--- src/rtl/bin_to_hex_ascii_pkg.sv ---
// -----------------------------------------------------------------------------
// bin_to_hex_ascii_pkg
// Shared definitions for the binary <-> hex-text converters: ASCII code points
// used by the nibble map, the encoder FSM state type and a digit-count helper.
// The hex-to-binary side imports the same package so both directions agree.
// -----------------------------------------------------------------------------
package bin_to_hex_ascii_pkg;

  localparam logic [7:0] ASCII_0  = 8'h30;  // '0'
  localparam logic [7:0] ASCII_UA = 8'h41;  // 'A'
  localparam logic [7:0] ASCII_LA = 8'h61;  // 'a'
  localparam logic [7:0] ASCII_CR = 8'h0D;  // carriage return

  typedef enum logic [1:0] {
    ST_IDLE = 2'd0,
    ST_EMIT = 2'd1,
    ST_TERM = 2'd2
  } state_e;

  // Number of hex digits needed to show a word of the given width.
  function automatic int hex_digits(input int width);
    return (width + 3) / 4;
  endfunction

endpackage

--- src/rtl/bin_to_hex_ascii_if.sv ---
// -----------------------------------------------------------------------------
// bin_to_hex_ascii_if
// Groups the encoder's word-input stream, character-output stream and status.
//   in_data/in_valid/in_ready        : binary word handshake (source -> encoder)
//   out_char/out_valid/out_ready     : ASCII character handshake (encoder -> sink)
//   out_last                         : marks the final character of a word
//   busy                             : a word is being emitted
// Modports: master = the environment around the encoder, slave = the encoder.
// -----------------------------------------------------------------------------
interface bin_to_hex_ascii_if #(
  parameter int DATA_W = 16
) ();

  logic [DATA_W-1:0] in_data;
  logic              in_valid;
  logic              in_ready;
  logic [7:0]        out_char;
  logic              out_valid;
  logic              out_ready;
  logic              out_last;
  logic              busy;

  modport master (
    output in_data, in_valid, out_ready,
    input  in_ready, out_char, out_valid, out_last, busy
  );

  modport slave (
    input  in_data, in_valid, out_ready,
    output in_ready, out_char, out_valid, out_last, busy
  );

endinterface

--- src/rtl/bin_to_hex_ascii_nibble_to_ascii.sv ---
// -----------------------------------------------------------------------------
// nibble_to_ascii
// Combinational map of one 4-bit value to its ASCII hex digit.
//   i_nib   : nibble value 0-15
//   o_ascii : '0'-'9', then 'A'-'F' (UPPERCASE=1) or 'a'-'f' (UPPERCASE=0)
// -----------------------------------------------------------------------------
module nibble_to_ascii
  import bin_to_hex_ascii_pkg::*;
#(
  parameter bit UPPERCASE = 1'b1
) (
  input  logic [3:0] i_nib,
  output logic [7:0] o_ascii
);

  always_comb begin
    // NOTE: assign a default at the top of every always_comb so no path leaves
    // the output unassigned; an unassigned path infers a latch.
    o_ascii = ASCII_0;
    if (i_nib < 4'd10) begin
      o_ascii = ASCII_0 + {4'h0, i_nib};
    end else begin
      o_ascii = (UPPERCASE ? ASCII_UA : ASCII_LA) + {4'h0, i_nib} - 8'd10;
    end
  end

endmodule

--- src/rtl/bin_to_hex_ascii.sv ---
// -----------------------------------------------------------------------------
// bin_to_hex_ascii
// Streams one DATA_W-bit word out as ASCII hex, most significant digit first,
// optionally followed by a terminator byte. Used to dump sample/status words
// to a character sink such as a UART transmitter or display buffer.
//   clk  : system clock, all logic on posedge
//   rst  : synchronous, active-high reset
//   bus  : slave side of bin_to_hex_ascii_if (word in, characters out, busy)
// Parameters: DATA_W (word width), UPPERCASE (A-F vs a-f), TERM_EN (append
// terminator), TERM_CHAR (terminator byte).
// -----------------------------------------------------------------------------
module bin_to_hex_ascii
  import bin_to_hex_ascii_pkg::*;
#(
  parameter int         DATA_W    = 16,
  parameter bit         UPPERCASE = 1'b1,
  parameter bit         TERM_EN   = 1'b1,
  parameter logic [7:0] TERM_CHAR = ASCII_CR
) (
  input logic                clk,
  input logic                rst,
  bin_to_hex_ascii_if.slave  bus
);

  localparam int DIGITS  = hex_digits(DATA_W);
  localparam int SHIFT_W = 4 * DIGITS;
  localparam int CNT_W   = (DIGITS > 1) ? $clog2(DIGITS) : 1;

  state_e             r_state;
  logic [SHIFT_W-1:0] r_shift;
  logic [CNT_W-1:0]   r_cnt;
  logic [7:0]         r_char;
  logic               r_valid;
  logic               r_last;
  logic               r_busy;

  logic [SHIFT_W-1:0] w_load_word;
  logic [3:0]         w_nib;
  logic [7:0]         w_nib_ascii;
  logic               w_out_hs;

  // Zero-pad the word up to a whole number of nibbles.
  assign w_load_word = SHIFT_W'(bus.in_data);

  // The shift register holds only the digits not yet shown, next digit on top.
  // In IDLE the digit to convert comes straight from the incoming word.
  assign w_nib = (r_state == ST_IDLE) ? w_load_word[SHIFT_W-1 -: 4]
                                      : r_shift[SHIFT_W-1 -: 4];

  assign w_out_hs = r_valid && bus.out_ready;

  nibble_to_ascii #(
    .UPPERCASE (UPPERCASE)
  ) u_nibble_to_ascii (
    .i_nib   (w_nib),
    .o_ascii (w_nib_ascii)
  );

  always_ff @(posedge clk) begin
    // NOTE: sequential state uses non-blocking assignments only, so every
    // register samples pre-edge values and the block order does not matter.
    if (rst) begin
      r_state <= ST_IDLE;
      r_shift <= '0;
      r_cnt   <= '0;
      r_char  <= '0;
      r_valid <= 1'b0;
      r_last  <= 1'b0;
      r_busy  <= 1'b0;
    end else begin
      case (r_state)
        ST_IDLE: begin
          if (bus.in_valid) begin
            r_shift <= w_load_word << 4;
            r_cnt   <= CNT_W'(DIGITS - 1);
            r_char  <= w_nib_ascii;
            r_valid <= 1'b1;
            r_last  <= (DIGITS == 1) && !TERM_EN;
            r_busy  <= 1'b1;
            r_state <= ST_EMIT;
          end
        end

        ST_EMIT: begin
          if (w_out_hs) begin
            if (r_cnt != '0) begin
              r_shift <= r_shift << 4;
              r_cnt   <= r_cnt - 1'b1;
              r_char  <= w_nib_ascii;
              // The digit being loaded is the final one when cnt reaches 0.
              r_last  <= (r_cnt == CNT_W'(1)) && !TERM_EN;
            end else if (TERM_EN) begin
              r_char  <= TERM_CHAR;
              r_last  <= 1'b1;
              r_state <= ST_TERM;
            end else begin
              r_valid <= 1'b0;
              r_last  <= 1'b0;
              r_busy  <= 1'b0;
              r_state <= ST_IDLE;
            end
          end
        end

        ST_TERM: begin
          if (w_out_hs) begin
            r_valid <= 1'b0;
            r_last  <= 1'b0;
            r_busy  <= 1'b0;
            r_state <= ST_IDLE;
          end
        end

        default: begin
          r_valid <= 1'b0;
          r_last  <= 1'b0;
          r_busy  <= 1'b0;
          r_state <= ST_IDLE;
        end
      endcase
    end
  end

  // Gated with rst so a source never sees ready while the reset edge is
  // about to discard whatever it offers.
  assign bus.in_ready  = (r_state == ST_IDLE) && !rst;
  assign bus.out_char  = r_char;
  assign bus.out_valid = r_valid;
  assign bus.out_last  = r_last;
  assign bus.busy      = r_busy;

endmodule

--- src/flat_wrapper.sv ---
// flat-port wrapper written by rule: the top's interface ports become plain ports
module bin_to_hex_ascii_flat import bin_to_hex_ascii_pkg::*;
#(
  parameter int         DATA_W    = 16,
  parameter bit         UPPERCASE = 1'b1,
  parameter bit         TERM_EN   = 1'b1,
  parameter logic [7:0] TERM_CHAR = ASCII_CR
)
  (clk, rst, bus_in_data, bus_in_valid, bus_out_ready, bus_in_ready, bus_out_char, bus_out_valid, bus_out_last, bus_busy);
  bin_to_hex_ascii_if #(.DATA_W(DATA_W)) bus_i ();
  input logic clk;
  input logic rst;
  input wire logic [$bits(bus_i.in_data)-1:0] bus_in_data;
  input wire logic [$bits(bus_i.in_valid)-1:0] bus_in_valid;
  input wire logic [$bits(bus_i.out_ready)-1:0] bus_out_ready;
  output wire logic [$bits(bus_i.in_ready)-1:0] bus_in_ready;
  output wire logic [$bits(bus_i.out_char)-1:0] bus_out_char;
  output wire logic [$bits(bus_i.out_valid)-1:0] bus_out_valid;
  output wire logic [$bits(bus_i.out_last)-1:0] bus_out_last;
  output wire logic [$bits(bus_i.busy)-1:0] bus_busy;
  assign bus_i.in_data = bus_in_data;
  assign bus_i.in_valid = bus_in_valid;
  assign bus_i.out_ready = bus_out_ready;
  assign bus_in_ready = bus_i.in_ready;
  assign bus_out_char = bus_i.out_char;
  assign bus_out_valid = bus_i.out_valid;
  assign bus_out_last = bus_i.out_last;
  assign bus_busy = bus_i.busy;
  bin_to_hex_ascii #(.DATA_W(DATA_W), .UPPERCASE(UPPERCASE), .TERM_EN(TERM_EN), .TERM_CHAR(TERM_CHAR)) u_core (.clk(clk), .rst(rst), .bus(bus_i));
endmodule
--- config.mk ---
export PLATFORM = sky130hd
export DESIGN_NAME = bin_to_hex_ascii_flat
export DESIGN_NICKNAME = d
export VERILOG_FILES = /design/src/rtl/bin_to_hex_ascii_pkg.sv /design/src/rtl/bin_to_hex_ascii_if.sv /design/src/rtl/bin_to_hex_ascii_nibble_to_ascii.sv /design/src/rtl/bin_to_hex_ascii.sv /design/src/flat_wrapper.sv
export SDC_FILE = /design/constraint.sdc
export NUM_CORES = 1
export LEC_CHECK = 0
export ABC_AREA = 1
export CAP_MARGIN = 15
export CORE_MARGIN = 1.5
export CORE_UTILIZATION = 40
export CTS_CLUSTER_DIAMETER = 50
export DETAILED_ROUTE_END_ITERATION = 8
export PLACE_DENSITY = 0.67
export SYNTH_ARGS = -nofsm -noshare
export SYNTH_HDL_FRONTEND = slang
export SYNTH_SLANG_ARGS = --single-unit
--- constraint.sdc ---
create_clock -name clk -period 2.4 [get_ports clk]
set_input_delay 0.24 -clock clk [delete_from_list [all_inputs] [get_ports clk]]
set_output_delay 0.24 -clock clk [all_outputs]
set_load 0.005 [all_outputs]
# Yosys cells after proc, flatten, opt, wreduce, memory -nomap -nowiden
# Cells that the tools add are included.
[word_totals]
reg_bits = 30
word_cells = 56
output_inout_bits = 12
in_bits = 20
[classes]
reduce_logical = 11
magnitude_cmp = 1
n_mux = 26
bitwise = 1
n_eq_ne = 7
add_sub_neg = 4
[ops]
columns = ["cell", "count"]
rows = [
  ["$mux W16", 3],
  ["$mux W8", 4],
  ["$pmux W16 S2", 1],
  ["$pmux W8 S2", 1],
  ["$mux W2", 7],
  ["$reduce_and A3 Y1", 3],
  ["$add A7 B4 Y8 const A", 1],
  ["$reduce_and A4 Y1", 2],
  ["$sub A8 B4 Y8 const B", 1],
  ["$add A6 B4 Y7 const A", 1],
  ["$ne A2 B1 Y1 const B", 3],
  ["$pmux W1 S3", 2],
  ["$pmux W2 S3", 1],
  ["$mux W1", 5],
  ["$lt A4 B4 Y1 const B", 1],
  ["$mux W4", 1],
  ["$ne A2 B2 Y1 const B", 2],
  ["$pmux W2 S2", 1],
  ["$reduce_bool A2 Y1", 2],
  ["$eq A2 B1 Y1 const B", 1],
  ["$eq A2 B2 Y1 const B", 1],
  ["$logic_and A1 B1 Y1", 2],
  ["$logic_not A2 Y1", 1],
  ["$sub A2 B1 Y2 const B", 1],
  ["other kinds (2)", 2],
]

# Longest topological paths before layout
[depth]
ltp_word = 8
depth_mapped = 11
ltp_nobuf = 11

# By module
# From an unflattened synthesis, not the netlist that was laid out.
[unflattened]
cells_unflattened = 222
area_unflattened_um2 = 1483.9
[modules_own_cells]
columns = ["mod", "area_each_um2", "seq_area_each_um2", "n_inst", "cells_per_inst"]
rows = [
  ["bin_to_hex_ascii", 1360.1, 520.5, 1, 197],
  ["nibble_to_ascii", 123.9, 0.0, 1, 25],
]

# Worst setup path before layout
# OpenSTA, ideal clock, no wires.
[synth_path]
path_type = "register to register"
startpoint = "register u_core.r_state[0]"
endpoint = "register u_core.r_char[2] (netlist: u_core.bus.out_char[2])"
arrival_ns = 1.253
required_time_ns = 2.291
period_less_slack_ns = 1.362
n_path_buf = 0
setup_ns = 0.109
path_stages_with_launch = 10
path_slack_ns = 1.038
path_cell_list = "dfxtp_1 -> nor2_4 -> o21ai_0 -> ha_1 -> nand3b_1 -> nand2_1 -> nand3_1 -> nand3_1 -> nand2_1 -> inv_1"
[synth_via]
elab_chain_len = 8
elab_cells_between_ends = 16
classes_between = "3 x add/sub; 1 x order compare; 3 x eq/ne; 6 x mux; 3 x reduce/logical"
[synth_rtl]
columns = ["element", "line", "source"]
rows = [
  ["start: declaration", "bin_to_hex_ascii.sv:29", "state_e r_state;"],
  ["start signal: assignment", "bin_to_hex_ascii.sv:63", "r_state <= ST_IDLE;"],
  ["start signal: assignment", "bin_to_hex_ascii.sv:80", "r_state <= ST_EMIT;"],
  ["start signal: assignment", "bin_to_hex_ascii.sv:95", "r_state <= ST_TERM;"],
  ["$logic_not A2 Y1", "bin_to_hex_ascii.sv:47, bin_to_hex_ascii.sv:71", ""],
  ["$mux W4", "bin_to_hex_ascii.sv:47", "assign w_nib = (r_state == ST_IDLE) ? w_load_word[SHIFT_W-1 -: 4]"],
  ["$add A7 B4 Y8", "bin_to_hex_ascii_nibble_to_ascii.sv:23", "o_ascii = (UPPERCASE ? ASCII_UA : ASCII_LA) + {4'h0, i_nib} - 8'd10;"],
  ["$sub A8 B4 Y8", "bin_to_hex_ascii_nibble_to_ascii.sv:23", ""],
  ["$mux W8", "bin_to_hex_ascii_nibble_to_ascii.sv:20", "if (i_nib < 4'd10) begin"],
  ["$mux W8", "bin_to_hex_ascii.sv:86", "if (r_cnt != '0) begin"],
  ["$mux W8", "bin_to_hex_ascii.sv:85", "if (w_out_hs) begin"],
  ["$pmux W8 S2", "bin_to_hex_ascii.sv:71", "case (r_state)"],
  ["end signal: assignment", "bin_to_hex_ascii.sv:76", "r_char <= w_nib_ascii;"],
  ["end signal: assignment", "bin_to_hex_ascii.sv:89", "r_char <= w_nib_ascii;"],
  ["end: declaration", "bin_to_hex_ascii.sv:32", "logic [7:0] r_char;"],
]
# Parallel ways exist; a longest one is shown, timed or not. The select of a mux whose other input is x is not followed.
# A chain may end at the register's enable or synchronous reset.

# Worst setup path in the final report
[layout_path]
startpoint = "register u_core.r_state[1]"
endpoint = "output bus_in_ready"
[layout_via]
elab_chain_len = 2
[layout_rtl]
columns = ["element", "line", "source"]
rows = [
  ["$logic_not A2 Y1", "bin_to_hex_ascii.sv:126", "assign bus.in_ready = (r_state == ST_IDLE) && !rst;"],
  ["$logic_and A1 B1 Y1", "bin_to_hex_ascii.sv:126", ""],
  ["end: declaration", "flat_wrapper.sv:16", "output wire logic [$bits(bus_i.in_ready)-1:0] bus_in_ready;"],
]
# No other way between the ends.

==> summary.md <==
| Metric | Value |
|---|---|
| Most frequent cells in the layout | `nand2_1, clkdlybuf4s50_1, dfxtp_1` |
| Hold/Removal Path Class | `flop to flop` |
| Clock Skews | `0.00484 ns` |
| Internal reg-to-reg setup slack | `0.75 ns` |
| Layout cells sized above 1 | `0.0651` |
| Startpoint Class | `flop` |
| Worst setup path class | `flop to output pin` |
| Synth top area cells | `dfxtp_1, nand2_1, a21oi_1, o21ai_0, inv_1` |
| Final Hold Viols | `0` |
| Total power | `1.14 mW` |
| Nets@finish | `238` |
| Reg2Reg Launch Point | `u_core.r_state[1]` |
| # diodes | `0` |
| Max_cap viols | `0` |
| Via density per instance | `4.96` |
| Mapped Cells | `188` |
| Fin crit period | `1.77 ns` |
| Max-slew violations | `0` |
| PwrDens | `718 nW/um2` |
| Htree depth | `1` |
| Leak | `0.710 nW` |
| CTS Buffer Depth | `2` |
| Detailed placement HPWL | `1990 um` |
| First-pass GRT wire length | `4440 um` |
| Post CTS Setup Buffer Count | `0` |
| Largest area contributor in the netlist | `dfxtp_1` |
| Drt first pass iters | `4` |
| Initial antenna violation count | `0` |
| Post-route clock period utilization | `0.737` |
| Total CTS buffers | `3` |
| Worst-Margin Slew | `0.498 ns` |
| Synth warnings | `0` |
| RSZ-0062 raised after global routing | `no` |
| DR vias | `1229` |
| Post-route ant nets | `0` |
| Outcome | `complete, no violations` |
| Post_cts resized | `0` |
| Commonest non-fill, non-tap cell in the layout | `nand2_1` |
| HP Start | `u_core.r_shift[11]` |
| Die Wd | `59.0 um` |
| Largest net degree at the start of global routing | `22` |
| DRC viols | `0` |
| Crit Path Max Fanout | `5` |
| Grt ovf | `0` |
| Hold EP | `u_core.r_shift[11]` |
| CP Data Required Time | `2.16 ns` |
| Vias in the first global route | `1071` |
| GRT Util Overall | `0.166` |
| Die Span Y | `59.0 um` |
| Synth unique cells | `23` |
| Part of the Yosys area used for sequential elements | `0.399` |
| Io pins | `32` |
| Highest clock rate | `565 MHz` |
| # hold bufs at CTS | `0` |
| Core Box Area | `3000 um2` |
| Hold Crit Depth | `2` |
| Routed WL per cell | `10.8 um` |
| # rows | `20` |
| Mapped Nets | `210` |
| Max-slew headroom | `0.666` |
| CTS tree | `yes` |
| CP Data Arrival Time | `1.53 ns` |
| Worst skew pair latency | `0.32 ns` |
| Crit end category | `output pin` |
| FF-to-FF End | `u_core.r_shift[10]` |
| Worst-path clk slew | `0.14 ns` |
| Yosys reg bits | `25` |
| Peak VDD IR | `456 uV` |
| Gpl congestion | `0.795` |
| Clk root buf | `clkbuf_4` |
| Area growth, synth to finish | `26.4%` |
| TNS Setup | `0 ns` |
| Post-Syn Area | `1250 um2` |
| Die area | `3480 um2` |
| Reg2Reg Depth | `7` |
| CTS Sinks | `25` |
| Syn Area/Cell | `6.67 um2` |
| Initial Util | `0.417` |
| Setup violators final | `0` |
| Wirelength, routed | `2670 um` |
| DRT iter0 DRCs | `42` |
| Share of the synthesized area in the top cell type | `0.399` |
| Port Buf Inserts | `30` |
state kept, by name, summed over array words and instances, names as in the netlist:
name,cells
u_core.r_state,2
u_core.r_shift,12
u_core.bus.busy,1
u_core.bus.out_char,7
u_core.bus.out_last,1
u_core.r_cnt,2
per-stage QoR:
stage	hold slack (ns)	cells	util	setup slack, ns	cell area [um2]
3_5_place_dp	0.446	243	0.516	0.326	1550
5_1_grt	0.485	248	0.528	0.545	1590
4_1_cts	0.465	247	0.525	0.400	1580
2_1_floorplan	0.400	188	-	1.04	1250
3_3_place_gp	0.438	243	0.516	0.416	1550
6_report	0.461	248	0.528	0.631	1590
synthesized netlist by cell type, drive strengths merged:
master,n
dfxtp,25
nand4,1
nor4,1
clkbuf,3
nor3,2
nand3b,1
or2,2
ha,2
conb,1
nand2,54
buf,7
nand3,12
o21ai,20
nor2,15
a21oi,19
inv,23
layout make-up:
class / count / area, um2
clock buffers: 3 / 22.5
clock inverters: 1 / 5.00
fillers: 327 / 1420
inverters: 23 / 86.3
multi-input cells: 130 / 607
flip-flops and latches: 25 / 500
well taps: 33 / 41.3
repair buffers: 33 / 323
power by group:
group | internal, mW | switching (mW) | total (mW)
Sequential | 0.480 | 0.0321 | 0.512
Clock | 0.0624 | 0.129 | 0.191
Combinational | 0.189 | 0.245 | 0.434
Total | 0.732 | 0.406 | 1.14
worst max-delay path: stages, from the launching register on:
cell	delay [ns]
dfxtp_1	0.40
inv_1	0.11
nand2_1	0.09
nor2_1	0.11
clkdlybuf4s50_1	0.51
worst max-delay path by stage:
stage / from / depth (start not counted) / to
2_1_floorplan: u_core.r_state[0] / 9 / u_core.bus.out_char[2]
3_3_place_gp: bus_out_ready / 6 / u_core.r_shift[14]
3_5_place_dp: bus_out_ready / 6 / u_core.r_shift[10]
4_1_cts: u_core.r_state[1] / 5 / u_core.r_shift[10]
5_1_grt: u_core.r_state[1] / 4 / bus_in_ready
6_report: u_core.r_state[1] / 4 / bus_in_ready
kinds of logic (layout without fill, tap and decap cells):
family,count (synthesis),after routing,share of synthesized area
buffers and inverters,33,60,0.117
flip-flops,25,25,0.399
AO/OA/AOI/OAI,39,39,0.159
other,1,1,0.00299
AND/OR/NAND/NOR,88,88,0.302
adder cells (fa/ha/maj),2,2,0.0200
metal layers:
metal | share of wire | wire length, um | GRT usage
met1 | 0.44 | 1180 | 0.200
met3 | 0.049 | 132 | 0.0437
met4 | 0.015 | 40 | 0.0422
met2 | 0.49 | 1320 | 0.292
met5 | 0 | 0 | 0
Note: power is estimated with default switching activity, not from simulation.
